--- src/rtl/rp_dac_delay.sv ---
// ============================================================================
// Module   : rp_dac_delay
// Purpose  : Trigger-aligned delay for ASG samples headed to the DAC, with a
//            settle window that masks samples while the tap changes.
// Options  : RP_DAC_DLY_MIDSCALE_EN - drive data to 0 during settle
// Revision : 1.0
// ============================================================================
`default_nettype none

module rp_dac_delay #(
    parameter int DW   = 14,
    parameter int DLYW = 4
) (
    input  logic            adc_clk_i,
    input  logic            adc_rstn_i,
    input  logic [DW-1:0]   dac_dat_i,
    input  logic            dac_val_i,
    input  logic [3:0]      set_trg_src_i,
    input  logic            set_trg_new_i,
    input  logic [DLYW-1:0] set_dly_i,
    input  logic            set_dly_we_i,
    output logic [DW-1:0]   dac_dat_o,
    output logic            dac_val_o,
    output logic [DLYW-1:0] dly_cur_o,
    output logic            busy_o
);

    localparam int MAXD = 2**DLYW;

    localparam logic [0:0] ST_RUN    = 1'b0;
    localparam logic [0:0] ST_SETTLE = 1'b1;

    localparam logic [DLYW:0] CNT_ONE = {{DLYW{1'b0}}, 1'b1};

    logic [DW-1:0]   line_dat_q [MAXD];
    logic [DW-1:0]   line_dat_d [MAXD];
    logic [MAXD-1:0] line_val_q, line_val_d;

    logic [3:0]      last_src_q, last_src_d;
    logic [DLYW-1:0] user_dly_q, user_dly_d;
    logic [1:0]      prev_base_q, prev_base_d;
    logic [DLYW-1:0] dly_tgt_q, dly_tgt_d;
    logic [DLYW-1:0] dly_cur_q, dly_cur_d;
    logic [DLYW:0]   cnt_q, cnt_d;
    logic [0:0]      state_q, state_d;
    logic [DW-1:0]   dat_q, dat_d;
    logic            val_q, val_d;

    logic [1:0]      base_sel;
    logic [DLYW:0]   dly_sum;

    // Delay line: shifts unconditionally so taps stay time-coherent across settles
    always_comb begin
        line_dat_d    = line_dat_q;
        line_val_d    = {line_val_q[MAXD-2:0], dac_val_i};
        line_dat_d[0] = dac_dat_i;
        for (int i = 1; i < MAXD; i++) begin
            line_dat_d[i] = line_dat_q[i-1];
        end
    end

    always_comb begin
        last_src_d = set_trg_new_i ? set_trg_src_i : last_src_q;
        user_dly_d = set_dly_we_i  ? set_dly_i     : user_dly_q;
    end

    // Manual codes carry no timing of their own, so they reuse the last known base
    always_comb begin
        base_sel = prev_base_q;
        case (last_src_q)
            4'd2, 4'd3, 4'd4, 4'd5,
            4'd10, 4'd11, 4'd12, 4'd13: base_sel = 2'd1;
            4'd6, 4'd7, 4'd8, 4'd9:     base_sel = 2'd2;
            default:                    base_sel = prev_base_q;
        endcase
        prev_base_d = base_sel;
    end

    always_comb begin
        dly_sum   = {{(DLYW-1){1'b0}}, base_sel} + {1'b0, user_dly_q};
        dly_tgt_d = dly_sum[DLYW] ? {DLYW{1'b1}} : dly_sum[DLYW-1:0];
    end

    always_comb begin
        state_d   = state_q;
        dly_cur_d = dly_cur_q;
        cnt_d     = cnt_q;
        case (state_q)
            ST_RUN: begin
                if (dly_tgt_q != dly_cur_q) begin
                    dly_cur_d = dly_tgt_q;
                    cnt_d     = {1'b0, dly_tgt_q} + CNT_ONE;
                    state_d   = ST_SETTLE;
                end
            end
            ST_SETTLE: begin
                // A new target restarts the window instead of ending it
                if (dly_tgt_q != dly_cur_q) begin
                    dly_cur_d = dly_tgt_q;
                    cnt_d     = {1'b0, dly_tgt_q} + CNT_ONE;
                end else begin
                    cnt_d = cnt_q - CNT_ONE;
                    if (cnt_q == CNT_ONE) begin
                        state_d = ST_RUN;
                    end
                end
            end
            default: begin
                state_d = ST_RUN;
            end
        endcase
    end

    // Output sees the next state so masking lines up with busy_o
    always_comb begin
        if (state_d == ST_RUN) begin
            val_d = line_val_q[dly_cur_d];
            dat_d = line_dat_q[dly_cur_d];
        end else begin
            val_d = 1'b0;
`ifdef RP_DAC_DLY_MIDSCALE_EN
            dat_d = '0;
`else
            dat_d = dat_q;
`endif
        end
    end

    always_ff @(posedge adc_clk_i or negedge adc_rstn_i) begin
        if (!adc_rstn_i) begin
            line_dat_q  <= '{default: '0};
            line_val_q  <= '0;
            last_src_q  <= '0;
            user_dly_q  <= '0;
            prev_base_q <= '0;
            dly_tgt_q   <= '0;
            dly_cur_q   <= '0;
            cnt_q       <= '0;
            state_q     <= ST_RUN;
            dat_q       <= '0;
            val_q       <= 1'b0;
        end else begin
            line_dat_q  <= line_dat_d;
            line_val_q  <= line_val_d;
            last_src_q  <= last_src_d;
            user_dly_q  <= user_dly_d;
            prev_base_q <= prev_base_d;
            dly_tgt_q   <= dly_tgt_d;
            dly_cur_q   <= dly_cur_d;
            cnt_q       <= cnt_d;
            state_q     <= state_d;
            dat_q       <= dat_d;
            val_q       <= val_d;
        end
    end

    assign dac_dat_o = dat_q;
    assign dac_val_o = val_q;
    assign dly_cur_o = dly_cur_q;
    assign busy_o    = (state_q == ST_SETTLE);

endmodule

`default_nettype wire

--- config.mk ---
export PLATFORM = sky130hd
export DESIGN_NAME = rp_dac_delay
export DESIGN_NICKNAME = d
export VERILOG_FILES = /design/src/rtl/rp_dac_delay.sv
export SDC_FILE = /design/constraint.sdc
export NUM_CORES = 1
export LEC_CHECK = 0
export ABC_AREA = 1
export CORE_AREA = 3 3 192 194
export CTS_BUF_LIST = sky130_fd_sc_hd__clkbuf_8
export CTS_CLUSTER_SIZE = 12
export DETAILED_ROUTE_END_ITERATION = 10
export DIE_AREA = 0 0 195 197
export DONT_BUFFER_PORTS = 1
export PLACE_DENSITY = 0.52
export SYNTH_ARGS = -nofsm -noshare
export SYNTH_HDL_FRONTEND = slang
export SYNTH_SLANG_ARGS = --single-unit
--- constraint.sdc ---
create_clock -name adc_clk_i -period 2.6 [get_ports adc_clk_i]
set_clock_uncertainty 0.05 [all_clocks]
set_input_delay 0.26 -clock adc_clk_i [delete_from_list [all_inputs] [get_ports adc_clk_i]]
set_output_delay 0.26 -clock adc_clk_i [all_outputs]
set_load 0.05 [all_outputs]
# [Yosys cells after proc, flatten, opt, wreduce, memory -nomap -nowiden]
# Index checks and enable logic that the tools add are counted.
[op_classes] addsub=3 magnitude_cmp=2 n_eq_ne=15 mux=16 bitwise_logic=2 reduce_logical=2
[op_table] cell="14-bit binary-select mux with 4-bit select" n=1
[op_table] cell="14-bit 2-to-1 mux" n=2
[op_table] cell="4-bit equality test, second input constant" n=6
[op_table] cell="4-bit by 3-bit equality test with 1-bit output, second input constant" n=4
[op_table] cell="5-bit 2-to-1 mux" n=2
[op_table] cell="5-bit one-hot mux with 2 select lines" n=1
[op_table] cell="4-bit by 2-bit equality test with 1-bit output, second input constant" n=2
[op_table] cell="4-bit 2-to-1 mux" n=2
[op_table] cell="8-bit OR reduction" n=1
[op_table] cell="2-bit by 4-bit adder with 5-bit output" n=1
[op_table] cell="4-bit by 1-bit adder with 5-bit output, second input constant" n=1
[op_table] cell="5-bit by 1-bit equality test with 1-bit output, second input constant" n=1
[op_table] cell="5-bit >= comparator, second input constant" n=1
[op_table] cell="4-bit by 5-bit less-than comparator with 1-bit output, second input constant" n=1
[op_table] cell="1-bit 2-to-1 mux" n=5
[op_table] cell="4-bit inverter with 5-bit output" n=1
[op_table] cell="5-bit by 1-bit subtractor with 5-bit output, second input constant" n=1
[op_table] cell="1-bit binary-select mux with 4-bit select" n=1
[op_table] cell="4-bit inequality test" n=1
[op_table] cell="2-bit one-hot mux with 2 select lines" n=1
[op_table] cell="4-bit OR reduction" n=1
[op_table] cell="2-bit inequality test, second input constant" n=1
[op_table] cell="1-bit one-hot mux with 2 select lines" n=1
[op_table] cell="1-bit inverter" n=1
[totals] ff_bits=279 output_inout_bits=20 wordCells=66

# [Logic depth before layout (Yosys ltp)]
# Gate-level depths: netlist of run 1.
[depth] ltp_word=6 mapped_depth=11

# [Worst setup path after synthesis of run 1]
# No wires, ideal clock.
[synth_timing] path_type="register -> register" start="reg last_src_q[2]" end="reg dly_tgt_q[3]" setup_time_ps=128 t_arrival_ps=1918 slack_ps=503 stages_incl_launch_ff=12 period_less_slack_ps=2097 cell_sequence="dfrtp_1 -> inv_1 -> o21ai_0 -> nand2_1 -> inv_1 -> nor3_1 -> nor2_1 -> ha_1 -> fa_1 -> or2_2 -> o21ai_0 -> o31ai_1"
[synth_between] elab_chain_len=5 word_cells_on_any_way=17 cone_classes="1 x add/sub; 12 x eq/ne; 2 x mux; 2 x reduce/logical"
[synth_lines] element="from (decl)" line_no="39" source="logic [3:0] last_src_q, last_src_d;"
[synth_lines] element="from (signal assigned)" line_no="145" source="last_src_q <= last_src_d;"
[synth_lines] element="4-bit by 2-bit equality test with 1-bit output (tied with other cells)" line_no="70" source="case (last_src_q)"
[synth_lines] element="8-bit OR reduction or 4-bit OR reduction (tied branches)" line_no="70"
[synth_lines] element="2-bit one-hot mux with 2 select lines (*)" line_no="70"
[synth_lines] element="via base_sel[0]" line_no="49" source="logic [1:0] base_sel;"
[synth_lines] element="2-bit by 4-bit adder with 5-bit output (*)" line_no="80" source="dly_sum = {{(DLYW-1){1'b0}}, base_sel} + {1'b0, user_dly_q};"
[synth_lines] element="4-bit 2-to-1 mux (*)" line_no="81" source="dly_tgt_d = dly_sum[DLYW] ? {DLYW{1'b1}} : dly_sum[DLYW-1:0];"
[synth_lines] element="via dly_tgt_d[3]" line_no="42" source="logic [DLYW-1:0] dly_tgt_q, dly_tgt_d;"
[synth_lines] element="to (signal assigned)" line_no="148" source="dly_tgt_q <= dly_tgt_d;"
[synth_lines] element="to (decl)" line_no="42"
# The timed path passes the listed nets; every way through them passes the cells marked *.
# A chain may end at the register's enable or synchronous reset.

# [Worst setup path in the final report of run 1]
# Same ends and word-level chain as after synthesis.

==> results of run 1 <==
synth_stat cells, drive strengths merged:
library cell / instances / share of area
or2: 15 / 0.0089
mux2: 3 / 0.0032
nor2: 96 / 0.035
ha: 5 / 0.0060
dfrtp: 278 / 0.66
nand3: 143 / 0.069
nand4: 2 / 0.0012
clkbuf: 17 / 0.0061
nor3: 2 / 0.00095
nand2: 333 / 0.12
o21ai: 9 / 0.0043
buf: 36 / 0.021
o31ai: 1 / 0.00071
fa: 1 / 0.0019
a21oi: 18 / 0.0086
inv: 133 / 0.048
xor2: 6 / 0.0050
per-layer routing:
metal	track usage	vias up	part of all wire
li1	-	3437	-
met1	0.159	3194	0.49
met2	0.183	97	0.45
met3	0.0251	34	0.043
met4	0.0309	0	0.017
met5	0	-	0
flip-flops by register name, summed over array words and instances (netlist names), 4 cells and up:
register / flops
line_dat_q: 14
cnt_q: 5
dly_tgt_q: 4
dac_dat_o: 14
line_dat_d: 210
line_val_q: 16
user_dly_q: 4
dly_cur_o: 4
final cells by class:
| cell class | instances | area [sq um] | area share |
|---|---|---|---|
| clock buffers | 63 | 867 | 0.0710 |
| clock inverters | 22 | 91.3 | 0.00748 |
| inverters | 133 | 500 | 0.0410 |
| multi-input cells | 634 | 2770 | 0.227 |
| flip-flops and latches | 278 | 6960 | 0.570 |
| well taps | 461 | 577 | 0.0473 |
| repair buffers | 44 | 440 | 0.0361 |
worst register-to-register path, stage by stage (launching register included):
cell     delay (ns)
dfrtp_1        0.40
inv_1          0.07
o21ai_0        0.07
nand2_1        0.07
inv_1          0.06
nor3_1         0.13
nor2_1         0.08
ha_1           0.22
fa_1           0.43
or2_2          0.32
o21ai_0        0.15
o31ai_1        0.09
kinds of logic (layout without fill, tap and decap cells):
family,Yosys count,after routing
AO/OA/AOI/OAI,28,28
XOR/XNOR,6,6
adder cells (fa/ha/maj),6,6
buffers and inverters,186,262
flip-flops,278,278
multiplexers,3,3
AND/OR/NAND/NOR,591,591
power by group through the flow:
stage	combinational, W	clock (W)	sequential (W)
floorplan	0.00225	0	0.00545
global placement	0.00305	0	0.00549
detailed placement	0.00306	0	0.00551
CTS	0.00311	0.00398	0.00543
global route	0.00350	0.00421	0.00546
finish	0.00306	0.00383	0.00541
path summary, 6_finish.rpt:
check	startpoint	end	slack (ns)	cells after the start
max	last_src_q[2]	dly_tgt_q[3]	0.34	11
min	adc_rstn_i	last_src_q[1]	-0.62	0
max reg2reg	last_src_q[2]	dly_tgt_q[3]	0.34	11
min reg2reg	line_dat_d[130]	line_dat_d[116]	0.31	0
max in group asynchronous	adc_rstn_i	line_dat_d[139]	2.38	0
min in group adc_clk_i	dac_dat_i[7]	line_dat_d[203]	0.22	1
metrics by stage:
step | worst slack (ns) | cell area (sq um) | power [W]
final | 0.343 | 12200 | 0.0123
after global routing | 0.113 | 12200 | 0.0132
after CTS | 0.336 | 12200 | 0.0125
after detailed placement | 0.352 | 11000 | 0.00856
after global placement | 0.388 | 11000 | 0.00854
after floorplan | 0.503 | 10500 | 0.00770
==> flow_summary.toml, run 1 <==
[cells_and_area]
final_cell_mix = "nand2_1 (332), dfrtp_1 (276), inv_1 (147), nand3_1 (142), nor2_1 (93)"
final_cell_count_no_fill = 1635
drive_above_1_share = 0.0988
fillCellCount = 3613
antenna_cells = 0
final_common_cell = "nand2_1"
final_util = 0.345
area_growth_pct = 16.2
nets = 1170

[floorplanning]
rows = 69
die_area_sq_um = 38400
start_util = 0.297
die_w_microns = 195
design.core.area_sq_um = 35400
ios = 47
die-height_microns = 197

[clocking]
post_cts_resized = 0
clockBufferDepth = 3
clk_latency_ns = 0.54
numCtsBuffers = 46
cts_tree = "built"
clk_pin_slew_ns = 0.06
cts-hold-fix-buffers = 24
h-tree-depth = 2
post_cts_buffers = 0
cts.sinks = 278
cts_root_buf = "clkbuf_8"

[place]
gp_congestion = 0.752
dpl.hpwl_microns = 11700
dpl.cell_count = 1526
portBuffers = 0

[setup_path]
slowest_delay_ns = 0.43
startpoint_type = "register"
cpMaxStageDelayCell = "fa_1"
worst_ep_required_time_ns = 2.96
worstPathMaxFanout = 3
cp-end-kind = "register"
crit_arrival_ns = 2.62
path_class = "register to register"
crit_family = "adder cells"
path_buf_inv = 2
path_cells = "inv_1 > o21ai_0 > nand2_1 > inv_1 > nor3_1 > nor2_1 > ha_1 > fa_1 > or2_2 > o21ai_0 > o31ai_1"

[run_status]
failed_checks = "hold timing"
status = "finished, violations left"

[timing]
grt_setup_unrepaired = "no"
tightest_slew_ns = 0.905
period_share = 0.868
fmax_mhz = 443
final_hold_viol_count = 278
finalSetupViolCount = 0
layout_min_cycle_time_ns = 2.26
maxSlewViolCount = 0
max-slew-margin-rel = 0.397
holdWs_ns = -0.616
setup-tns-final_ns = 0

[global_route]
grt_overflow = 0
grt_pass1_vias = 6968
grt_max_degree = 279
grt_usage = 0.115
grt_pass1_wl_microns = 36500
grt_antenna_before_repair = 0

[synth]
synth_top_family_by_area = "simple AND/OR/NAND/NOR gates"
ys_seq_area_frac = 0.662
synth_compound_area_frac = 0.0136
ys_seq_elements = 278
avgSynthCellArea_sq_um = 9.57
synth_nets = 1131
ys_types = 23
ys.warnings.count = 0
synth-xor-area-share = 0.00500
syn_inst = 1098
synthAdderAreaFrac = 0.00786
synthMuxAreaShare = 0.00321
synthSimpleGateAreaFrac = 0.234
syn_area_sq_um = 10500

[pwr]
p_switching_w = 0.00438
swShare = 0.357
peakVddDrop_mv = 0.405
seqPwrFrac = 0.440
p_comb_frac = 0.249
intPower_w = 0.00791
powerDensity_nw_per_um2 = 1010
clkPwrFrac = 0.312
p_leak_nw = 6.23

[detailed_routing]
via_count = 6762
drt-pass1-iter-count = 4
antenna_left = 0
wl_per_cell_microns = 13.2
drc = 0
wl_microns = 21600
via_per_inst = 4.14
drtIter0Drc = 354

[worst_hold_path]
hold_class = "primary input to async pin"

[job]
cap_viol_max_count = 0
Note: power is estimated with default switching activity, not from simulation.
==> run 2, diff against run 1 <==
REMOVE_ABC_BUFFERS = 1   (was unset)
==> run 2 against run 1 <==
Net effect: the flow still finishes with violations (hold timing); register-to-register slack barely moved; clock-buffer cell count unchanged; highest routed layer unchanged; setup slack worse by 0.0010 ns; total power up 0.38%; critical endpoint unchanged; via count is 0.13% higher.
==> flow_summary.toml, run 2 (synthesis gave the netlist of run 1 again) <==
[run_status]
status = "finished, violations left"
failed_checks = "hold timing"

[clocking]
clk_pin_slew_ns = 0.06
clk_latency_ns = 0.55
post_cts_resized = 0
h-tree-depth = 2
cts.sinks = 278
cts_tree = "built"
cts-hold-fix-buffers = 24
post_cts_buffers = 0
clockBufferDepth = 3
cts_root_buf = "clkbuf_8"
numCtsBuffers = 45

[detailed_routing]
antenna_left = 0
via_count = 6771
wl_per_cell_microns = 12.9
drc = 0
drtIter0Drc = 473
wl_microns = 20900
drt-pass1-iter-count = 4
via_per_inst = 4.17

[floorplanning]
die-height_microns = 197
die_w_microns = 195
rows = 69
design.core.area_sq_um = 35400
die_area_sq_um = 38400
start_util = 0.297
ios = 47

[setup_path]
crit_family = "adder cells"
cpMaxStageDelayCell = "fa_1"
reg2reg_slack_ns = 0.34
path_class = "register to register"
path_cells = "inv_1 > o21ai_0 > nand2_1 > inv_1 > nor3_1 > nor2_1 > ha_1 > fa_1 > or2_2 > o21ai_0 > o31ai_1"
reg2reg_depth = 11
slowest_delay_ns = 0.43
worstPathMaxFanout = 3
cp.depth = 11
startpoint_type = "register"
cp-end-kind = "register"
path_buf_inv = 2
crit_arrival_ns = 2.64
worst_ep_required_time_ns = 2.98

[global_route]
grt_pass1_vias = 6826
use_met3 = 0.0256
grt_overflow = 0
met2_usage = 0.178
grt_pass1_wl_microns = 35300
grt_antenna_before_repair = 0
grt_usage = 0.111
grt_max_degree = 279
top_usage_layer = "met2"
met1_usage = 0.147

[cells_and_area]
largest_reg_flops = 210
antenna_cells = 0
final_common_cell = "nand2_1"
drive_above_1_share = 0.0980
nets = 1161
final_util = 0.343
final_cell_area_sq_um = 12200
final_cell_mix = "nand2_1 (332), dfrtp_1 (276), nand3_1 (142), inv_1 (138), nor2_1 (93)"
area_growth_pct = 15.7

[timing]
final_hold_viol_count = 278
layout_setup_ws_ns = 0.342
period_share = 0.868
tightest_slew_ns = 0.795
layout_min_cycle_time_ns = 2.26
setup-tns-final_ns = 0
grt_setup_unrepaired = "no"
fmax_mhz = 443
holdWs_ns = -0.633
finalSetupViolCount = 0
max-slew-margin-rel = 0.469
maxSlewViolCount = 0

[place]
portBuffers = 0
dpl.hpwl_microns = 11300
dp_slack_ns = 0.384
gp_congestion = 0.740
placed_area_sq_um = 10900

[pwr]
p_leak_nw = 6.17
peakVddDrop_mv = 0.461
powerDensity_nw_per_um2 = 1020

[worst_hold_path]
hold_class = "primary input to async pin"

[job]
cap_viol_max_count = 0
[run 2: changes by cell type in the layout (fill, tap and decap cells not counted), sizes merged]
cell,before,now
clkinv,5,10
inv,149,140
buf,20,12
bufinv,0,1
[run 2: through the flow]
stage	hold slack, ns	power [W]	cells
CTS	-0.697	0.0126	1624
global route	-0.675	0.0132	1624
floorplan	-0.0856	0.00753	1045
global placement	-0.0766	0.00842	1518
detailed placement	-0.0761	0.00846	1518
finish	-0.633	0.0123	1624
[run 2: area by class of cell]
type                            instances  area, sq um
Fill cell                            3614        23200
Sequential cell                       278         6960
Multi-Input combinational cell        634         2770
Clock buffer                           63          867
Tap cell                              461          577
Inverter                              133          500
Timing Repair Buffer                   36          368
Clock inverter                         19          113
[run 2: power breakdown]
group          internal [W]  total (W)  leakage [nW]  switching, W
combinational      0.000974    0.00289          2.38       0.00191
sequential          0.00472    0.00550          3.24      0.000780
clock               0.00225    0.00396         0.545       0.00171
total               0.00795     0.0123          6.17       0.00440
[run 2: worst paths after layout]
| path | endpoint | startpoint |
|---|---|---|
| max | dly_tgt_q[3] | last_src_q[1] |
| min | cnt_q[0] | adc_rstn_i |
| max reg2reg | dly_tgt_q[3] | last_src_q[1] |
| min reg2reg | line_dat_d[144] | line_dat_d[158] |
| max in group asynchronous | line_dat_d[190] | adc_rstn_i |
| min in group adc_clk_i | line_dat_d[196] | dac_dat_i[0] |
[run 2: metal layers]
layer / wire length, microns / vias up
met3: 930 / 44
li1: - / 3423
met5: 0 / -
met2: 9630 / 93
met4: 534 / 0
met1: 9830 / 3211
==> run 3, diff against run 2 <==
clock period = 2.3 ns   (was 2.6 ns; I/O delays follow)
==> run 3 against run 2 <==
Net effect: via count rose by 0.27%; register-to-register slack worse by 0.16 ns; flip-flop and latch count unchanged; cell count up 0.37%; largest power group unchanged; the flow still finishes with violations (hold timing).
==> flow_summary.toml, run 3 (synthesis gave the netlist of run 1 again) <==
[setup_path]
path_class = "register to register"
crit_family = "adder cells"
cp-end-kind = "register"
crit_top_cell = "inv_1"
cp-startpoint = "last_src_q[1]"
r2r-start = "last_src_q[1]"
path_buf_inv = 2
worstPathMaxFanout = 3
worst_ep_required_time_ns = 2.68
crit_arrival_ns = 2.49
slowest_delay_ns = 0.40
path_cells = "inv_1 > o21ai_0 > nand2_1 > inv_1 > nor3_2 > nor2_1 > ha_1 > fa_2 > or2_2 > o21ai_1 > o31ai_1"
startpoint_type = "register"
cpMaxStageDelayCell = "dfrtp_1"

[floorplanning]
die-height_microns = 197
start_util = 0.297
die_area_sq_um = 38400
die_w_microns = 195
ios = 47
rows = 69
design.core.area_sq_um = 35400

[timing]
max-slew-margin-rel = 0.448
period_share = 0.920
layout_min_cycle_time_ns = 2.12
grt_setup_unrepaired = "no"
final_hold_viol_count = 278
maxSlewViolCount = 0
tightest_slew_ns = 0.826
fmax_mhz = 473
finalSetupViolCount = 0
holdWs_ns = -0.658

[run_status]
status = "finished, violations left"
failed_checks = "hold timing"

[global_route]
grt_overflow = 0
grt_usage = 0.112
grt_pass1_vias = 6870
grt_antenna_before_repair = 0
grt_max_degree = 279
grt_pass1_wl_microns = 35900

[cells_and_area]
largest_reg_flops = 210
fillCellCount = 3608
antenna_cells = 0
final_common_cell = "nand2_1"
area_growth_pct = 16.2
nets = 1173
final_cell_mix = "nand2_1 (332), dfrtp_1 (276), inv_1 (145), nand3_1 (142), nor2_1 (93)"
drive_above_1_share = 0.0984

[clocking]
clockBufferDepth = 3
cts-hold-fix-buffers = 24
numCtsBuffers = 47
post_cts_buffers = 0
clk_pin_slew_ns = 0.06
clk_latency_ns = 0.55
h-tree-depth = 2
cts_tree = "built"
cts.sinks = 278
cts_root_buf = "clkbuf_8"

[pwr]
peakVddDrop_mv = 0.405
power_w = 0.0139
seqPwrFrac = 0.441
powerDensity_nw_per_um2 = 1140
p_comb_frac = 0.250
clkPwrFrac = 0.309
swShare = 0.357
p_switching_w = 0.00496
intPower_w = 0.00894
p_leak_nw = 6.22

[place]
dpl.hpwl_microns = 11600
portBuffers = 0
gp_congestion = 0.722

[detailed_routing]
wl_microns = 21100
drt-pass1-iter-count = 5
via_per_inst = 4.17
wl_per_cell_microns = 12.9
drtIter0Drc = 450
antenna_left = 0
drc = 0
via_count = 6789

[job]
cap_viol_max_count = 0

[worst_hold_path]
hold_class = "primary input to async pin"
==> run 3: cell types whose count changed in the layout (fill, tap and decap cells not counted), sizes merged <==
cell	previous run	this run
inv	140	147
clkinv	10	4
clkbuf	63	59
clkinvlp	1	0
buf	12	22
==> run 3: final timing paths <==
check	endpoint	slack, ns	depth (start not counted)
worst max-delay path	dly_tgt_q[3]	0.18	11
worst min-delay path	cnt_q[4]	-0.66	0
worst max register to register	dly_tgt_q[3]	0.18	11
worst min register to register	line_dat_d[161]	0.31	0
max in group asynchronous	line_dat_d[175]	2.29	0
min in group adc_clk_i	line_dat_d[203]	0.18	1
==> run 3: what timing repair did <==
item / 4_1_cts / 5_1_grt
gates resized for setup: 0 / 3
endpoints found under the hold margin: 300 / 278
setup endpoints to repair: 0 / 1
==> run 3: layer usage <==
metal  vias to the layer above  GRT usage  part of all wire
met1                      3221      0.156              0.48
li1                       3450          -                 -
met2                        90      0.175              0.47
met5                         -          0                 0
met4                         0     0.0378             0.019
met3                        28     0.0258             0.039
==> run 3: cell type report <==
cell class                      count  area, sq um  area share
Sequential cell                   278         6960       0.570
Multi-Input combinational cell    634         2780       0.227
Clock buffer                       59          812      0.0665
Tap cell                          461          577      0.0472
Inverter                          133          500      0.0410
Timing Repair Buffer               46          480      0.0394
Clock inverter                     19          101     0.00830
==> run 3: power by group through the flow <==
stage,Combinational (W),Sequential (W),Clock [W]
after floorplan,0.00208,0.00643,0
after global placement,0.00344,0.00622,0
after detailed placement,0.00346,0.00624,0
after CTS,0.00351,0.00615,0.00447
after global routing,0.00399,0.00620,0.00470
final,0.00348,0.00613,0.00429
==> run 3: through the flow <==
step           utilization  cell area, sq um  setup slack [ns]  setup TNS [ns]  instances
2_1_floorplan            -             10200             -2.32          -47.17       1045
3_3_place_gp         0.312             11000             0.100               0       1528
3_5_place_dp         0.312             11000            0.0617               0       1528
4_1_cts              0.345             12200            0.0557               0       1630
5_1_grt              0.345             12200            0.0482               0       1630
6_report             0.345             12200             0.185               0       1630
